`src/rtl/tdc_frame_sched.sv`:
```
// Snapshot FIFO plus framing FSM: each buffered snapshot of all channels goes out as a
// header word followed by one word per channel enabled in the mask latched at frame start.
module tdc_frame_sched #(
    parameter  int CTR_NUMBER = 8,
    parameter  int FIFO_DEPTH = 4,
    localparam int LW         = $clog2(FIFO_DEPTH + 1),
    localparam int AW         = $clog2(FIFO_DEPTH)
) (
    input  logic                  clock,
    input  logic                  rst,
    input  logic [9:0]            snap_data [CTR_NUMBER],
    input  logic                  snap_valid,
    input  logic                  enable,
    input  logic [CTR_NUMBER-1:0] ch_mask,
    output logic [15:0]           out_word,
    output logic                  out_valid,
    input  logic                  out_ready,
    output logic                  out_last,
    output logic                  busy,
    output logic [LW-1:0]         fifo_level,
    output logic [7:0]            drop_cnt,
    output logic [1:0]            dbg_state
);

    typedef enum logic [1:0] {
        S_IDLE = 2'd0,
        S_HDR  = 2'd1,
        S_CH   = 2'd2
    } state_t;

    state_t                state_q, state_d;
    logic [9:0]            mem_q [FIFO_DEPTH][CTR_NUMBER];
    logic [AW-1:0]         wr_ptr_q, rd_ptr_q;
    logic [LW-1:0]         level_q, level_d;
    logic [7:0]            drop_q, drop_d;
    logic [7:0]            hdr_drop_q, hdr_drop_d;
    logic [5:0]            seq_q, seq_d;
    logic [CTR_NUMBER-1:0] mask_q, mask_d;
    logic [3:0]            ch_idx_q, ch_idx_d;

    logic       full, push, pop, drop;
    logic       first_found, next_found;
    logic [3:0] first_idx, next_idx;
    logic [9:0] head_data;

    assign full = (level_q == LW'(FIFO_DEPTH));
    assign push = snap_valid && enable && (!full || pop);
    assign drop = snap_valid && enable && !push;

    // Lowest set mask bit, and lowest set bit above the current channel.
    always_comb begin
        first_found = 1'b0;
        first_idx   = '0;
        next_found  = 1'b0;
        next_idx    = '0;
        for (int i = 0; i < CTR_NUMBER; i++) begin
            if (mask_q[i] && !first_found) begin
                first_found = 1'b1;
                first_idx   = 4'(i);
            end
            if (mask_q[i] && (4'(i) > ch_idx_q) && !next_found) begin
                next_found = 1'b1;
                next_idx   = 4'(i);
            end
        end
    end

    always_comb begin
        head_data = '0;
        for (int i = 0; i < CTR_NUMBER; i++) begin
            if (ch_idx_q == 4'(i)) head_data = mem_q[rd_ptr_q][i];
        end
    end

    // Stream handshake: a word transfers on any cycle with out_valid && out_ready; while
    // out_valid is high without a transfer, out_word/out_last hold and out_valid stays high.
    always_comb begin
        state_d    = state_q;
        mask_d     = mask_q;
        hdr_drop_d = hdr_drop_q;
        ch_idx_d   = ch_idx_q;
        seq_d      = seq_q;
        pop        = 1'b0;
        out_valid  = 1'b0;
        out_last   = 1'b0;
        out_word   = '0;
        case (state_q)
            S_IDLE: begin
                if (level_q != '0) begin
                    state_d    = S_HDR;
                    mask_d     = ch_mask;
                    hdr_drop_d = drop_q;
                end
            end
            S_HDR: begin
                out_valid = 1'b1;
                out_word  = {2'b11, seq_q, hdr_drop_q};
                out_last  = (mask_q == '0);
                if (out_ready) begin
                    if (mask_q == '0) begin
                        pop     = 1'b1;
                        seq_d   = seq_q + 6'd1;
                        state_d = S_IDLE;
                    end else begin
                        ch_idx_d = first_idx;
                        state_d  = S_CH;
                    end
                end
            end
            S_CH: begin
                out_valid = 1'b1;
                out_word  = {2'b01, ch_idx_q, head_data};
                out_last  = !next_found;
                if (out_ready) begin
                    if (!next_found) begin
                        pop     = 1'b1;
                        seq_d   = seq_q + 6'd1;
                        state_d = S_IDLE;
                    end else begin
                        ch_idx_d = next_idx;
                    end
                end
            end
            default: state_d = S_IDLE;
        endcase
    end

    always_comb begin
        level_d = level_q;
        case ({push, pop})
            2'b10:   level_d = level_q + 1'b1;
            2'b01:   level_d = level_q - 1'b1;
            default: level_d = level_q;
        endcase
        drop_d = (drop && (drop_q != 8'hFF)) ? drop_q + 8'd1 : drop_q;
    end

    always_ff @(posedge clock) begin
        if (!rst) begin
            state_q    <= S_IDLE;
            wr_ptr_q   <= '0;
            rd_ptr_q   <= '0;
            level_q    <= '0;
            drop_q     <= '0;
            hdr_drop_q <= '0;
            seq_q      <= '0;
            mask_q     <= '0;
            ch_idx_q   <= '0;
        end else begin
            state_q    <= state_d;
            level_q    <= level_d;
            drop_q     <= drop_d;
            hdr_drop_q <= hdr_drop_d;
            seq_q      <= seq_d;
            mask_q     <= mask_d;
            ch_idx_q   <= ch_idx_d;
            if (push) wr_ptr_q <= wr_ptr_q + 1'b1;
            if (pop)  rd_ptr_q <= rd_ptr_q + 1'b1;
        end
    end

    // Storage needs no reset; validity is tracked entirely by the pointers and level.
    always_ff @(posedge clock) begin
        if (rst && push) begin
            for (int i = 0; i < CTR_NUMBER; i++) mem_q[wr_ptr_q][i] <= snap_data[i];
        end
    end

    assign busy       = (state_q != S_IDLE) || (level_q != '0);
    assign fifo_level = level_q;
    assign drop_cnt   = drop_q;
    assign dbg_state  = state_q;

endmodule

```
`config.mk`:
```
export PLATFORM = sky130hd
export DESIGN_NAME = tdc_frame_sched
export DESIGN_NICKNAME = d
export VERILOG_FILES = /design/src/rtl/tdc_frame_sched.sv
export SDC_FILE = /design/constraint.sdc
export NUM_CORES = 1
export LEC_CHECK = 0
export ABC_AREA = 1
export CORE_AREA = 4 4 180 182
export CTS_BUF_LIST = sky130_fd_sc_hd__clkbuf_8 sky130_fd_sc_hd__clkbuf_16
export DETAILED_ROUTE_END_ITERATION = 10
export DIE_AREA = 0 0 184 186
export GPL_ROUTABILITY_DRIVEN = 0
export HOLD_SLACK_MARGIN = 0.02
export PLACE_DENSITY = 0.72
export SKIP_LAST_GASP = 1
export SLEW_MARGIN = 25
export SYNTH_ARGS = -nofsm -noshare
export SYNTH_HDL_FRONTEND = slang
export SYNTH_SLANG_ARGS = --single-unit
```
`constraint.sdc`:
```
create_clock -name clock -period 5.5 [get_ports clock]
set_input_delay 1.1 -clock clock [delete_from_list [all_inputs] [get_ports clock]]
set_output_delay 1.1 -clock clock [all_outputs]
set_load 0.01 [all_outputs]
```
==> metrics.md <==
| Metric | Value |
|---|---|
| Post-synth EDFFs | 320 |
| Hold Path Class | reg2reg |
| Avg Inst Size Synth | approximately 11 µm² |
| Yosys top cell area share | 0.634 |
| Critical path's slowest cell | buf_4 |
| Drt total wl | 36,200 µm |
| Period Utilization, post-route | 0.838 |
| Max Freq | 0.217 GHz |
| Hold Path Sink | hdr_drop_q[2]$_SDFFE_PN0P_ |
| CTS resizes | 0 |
| DRT iter0 DRCs | ~1,100 |
| GRT overflow | 0 |
| Peak VDD IR | 0.252 mV |
| Switch share | 0.313 |
| Placed instance area | ~17,000 µm² |
| Critical Path Sink Type | primary output |
| Worst r2r dst | mem_q[3][73]$_DFFE_PP_ |
| Measured slew at the worst slew-check pin | 1000 ps |
| Syn. warnings | 0 |
| Core area | just over 30,000 µm² |
| Final Hold Violating Endpoints | 0 |
| Initial antenna violation count | 0 |
| Port Buffers | approximately 120 |
| Max-slew violations | 0 |
| Hold WS | between 400 and 500 ps |
| Slack of the critical path | roughly 900 ps |
| Nets | approximately 1,500 |
| DR DRC count | 0 |
| Hold Startpoint | hdr_drop_q[2]$_SDFFE_PN0P_ |
| Die height | between 150 and 200 µm |
| Synth cell types | 48 |
| Worst R2R Path Depth | 9 |
| Vias per cell | about 5.6 |
| Count leader, synth | edfxtp_1 |
| Later-pin clock latency in the skew report | between 500 and 600 ps |
| Clk buf depth | 3 |
| CP top delay family | buffers and inverters |
| Number of global-route vias before repair | ~10,000 |
| HPWL Detailed | 22,600 µm |
| Post-CTS Setup Bufs | 0 |
| N_diodes | 0 |
| CTS Root Cell | clkbuf_16 |
| Post-synth top area cell | edfxtp_1 |
| Critical Path Source Type | flip-flop |
| Worst Setup Path Type | reg2out |
| Post-route antenna net violation count | 0 |
| Hold Path Stages | 2 |
| First-pass GRT wire length | roughly 56,000 µm |
| CP Max Fanout | 89 |
| Met3 wire length | between 2000 and 2500 µm |
| Crit path time final | roughly 4600 ps |
| RSZ-0062 raised after global routing | false |
| Largest net degree at the start of global routing | 90 |
| Lkg Pwr | 0.00626 µW |
| CTS tree | done |
| Final setup viols | 0 |
| Hold-fix buffers, CTS | 0 |
| Clock Skews | 19.3 ps |
| Via count | around 11,000 |
| Total track usage | 0.209 |
| PwrDens | ~400 nW/µm² |
| Wire length per cell | 19.4 µm |
| Top sig layer | met4 |
| Ports | roughly 130 |
| Clk slew on worst S/H paths | approximately 60 ps |
| CTS sink count | around 360 |
| Net Sw Power | between 2000 and 2500 µW |
| Row count | 64 |
| Worst slew margin | 0.331 |
| Tot Pwr | slightly above 7000 µW |
| Routed wl met2 | roughly 18,000 µm |
| H-Tree Depth | 2 |
| Worst EP arrival | about 3500 ps |
| CP peak stage delay | 740 ps |
| Number of synthesized register bits | between 300 and 400 |
| First-pass DRT Iterations | 5 |
| Die Wd | around 180 µm |
| Worst r2r src | ch_idx_q[2]$_SDFFE_PN0P_ |
| Logic pwr share | 0.237 |
| CP bufs+invs | 2 |
| Clock group share of total power | 0.311 |
| Area contributors post-synth | edfxtp_1 (63%), nand2_1 (6.5%), dfxtp_1 (5.8%) |
| Post-Place Setup Slack | 1440 ps |
| Mapped Area | between 15,000 and 20,000 µm² |
| Initial Util | 0.496 |
| CTS buffer count | 37 |
| Final instance area | 17,900 µm² |
| Area grow syn2layout | 18.0% |
| Setup TNS Final | 0 ps |
| Ratio of cells with drive above 1 in the final layout | 0.0797 |
| R2R Setup Slk | approximately 1700 ps |
| Post-Synthesis Cells | ~1,300 |
| Internal power | slightly below 5000 µW |
| Worst path required time | between 4000 and 5000 ps |
| Most common flop cell mapped by yosys | edfxtp_1 |
| Total of max-cap violations | 0 |
| Synth top cells by count | edfxtp_1 (320), nand2_1 (264), nor2_1 (134), nand3_1 (107), a21oi_1 (98) |
| DRT met1 WL | roughly 15,000 µm |
| Sequential area share after synthesis | 0.692 |
| Cell Chain, Critical Path | buf_4 -> nand2_1 -> nand3_1 -> nand2_1 -> a21oi_1 -> nor2_1 -> nand4_1 -> nand3_1 -> a21oi_1 -> clkdlybuf4s50_1 |
| Die ar. | between 30,000 and 40,000 µm² |
| Asr flop ratio synth | 0 |
| Outcome | completed |
| Flop pwr share | 0.452 |
| Mapped Nets | 1,428 |
worst reg2reg max path, stage by stage, from the launching register on:
cell     delay, ps
dfxtp_1        600
nand3_1        620
nand2_1        300
nand4_2        160
nand2_4        140
nand2_4        150
nand2_2        130
nand3_1        310
nor2_4         730
buf_4          380
state kept, by name, summed over array words and instances (netlist names), named ones only:
register / cells
ch_idx_q: 3
seq_q: 6
wr_ptr_q: 2
rd_ptr_q: 2
mem_q: 320
mask_q: 8
drop_cnt: 8
dbg_state: 2
hdr_drop_q: 8
fifo_level: 3
how the worst max path moves through the flow:
| stage | depth (start not counted) | startpoint | end |
|---|---|---|---|
| 4_1_cts | 10 | flip-flop | out_word[4] |
| 3_3_place_gp | 10 | flip-flop | out_word[4] |
| 5_1_grt | 10 | flip-flop | out_word[4] |
| 3_5_place_dp | 7 | flip-flop | out_word[4] |
| 2_1_floorplan | 6 | out_ready | mem_q[0][0]$_DFFE_PP_ |
| 6_report | 10 | flip-flop | out_word[5] |
layer usage:
metal,GRT usage,vias to the layer above
li1,-,4942
met1,0.284,5095
met2,0.350,426
met3,0.0313,62
met4,0.0639,0
met5,0,-
through the flow:
step	std cells	util
3_5_place_dp	1798	0.550
5_1_grt	1864	0.585
6_report	1864	0.585
4_1_cts	1864	0.585
3_3_place_gp	1798	0.550
2_1_floorplan	1325	-
cells in the final DEF (no fill, tap or decap), types with 37 or more instances in the layout:
master	instances
o21ai_0	93
nand2_1	264
a21oi_1	98
edfxtp_1	320
nand3_1	107
dfxtp_1	42
clkdlybuf4s50_1	124
clkbuf_16	37
nor2_1	130
inv_1	64
power groups by stage:
stage | clock network [µW] | logic, µW | registers (µW)
global placement | 0 | 1660 | 3300
finish | 2240 | 1710 | 3250
detailed placement | 0 | 1690 | 3300
global route | 2390 | 1890 | 3260
CTS | 2280 | 1700 | 3250
floorplan | 0 | 1170 | 3260
layout make-up:
type | instances | area [µm²]
Fill cell | 2504 | 12700
Sequential cell | 364 | 10500
Clock inverter | 28 | 146
Clock buffer | 38 | 940
Inverter | 68 | 258
Timing Repair Buffer | 146 | 1480
Tap cell | 396 | 495
Multi-Input combinational cell | 824 | 4080
logic make-up after synthesis:
family                     after synthesis  share of synthesized area
and+or+nand+nor                        565                      0.165
DFF                                    364                      0.692
AOI/OAI and AO/OA                      243                     0.0895
buffers and inverters                  137                     0.0409
adders and majority gates               10                    0.00875
xor gates and xnor gates                 6                    0.00347
Power figures use the tool's default switching activity.
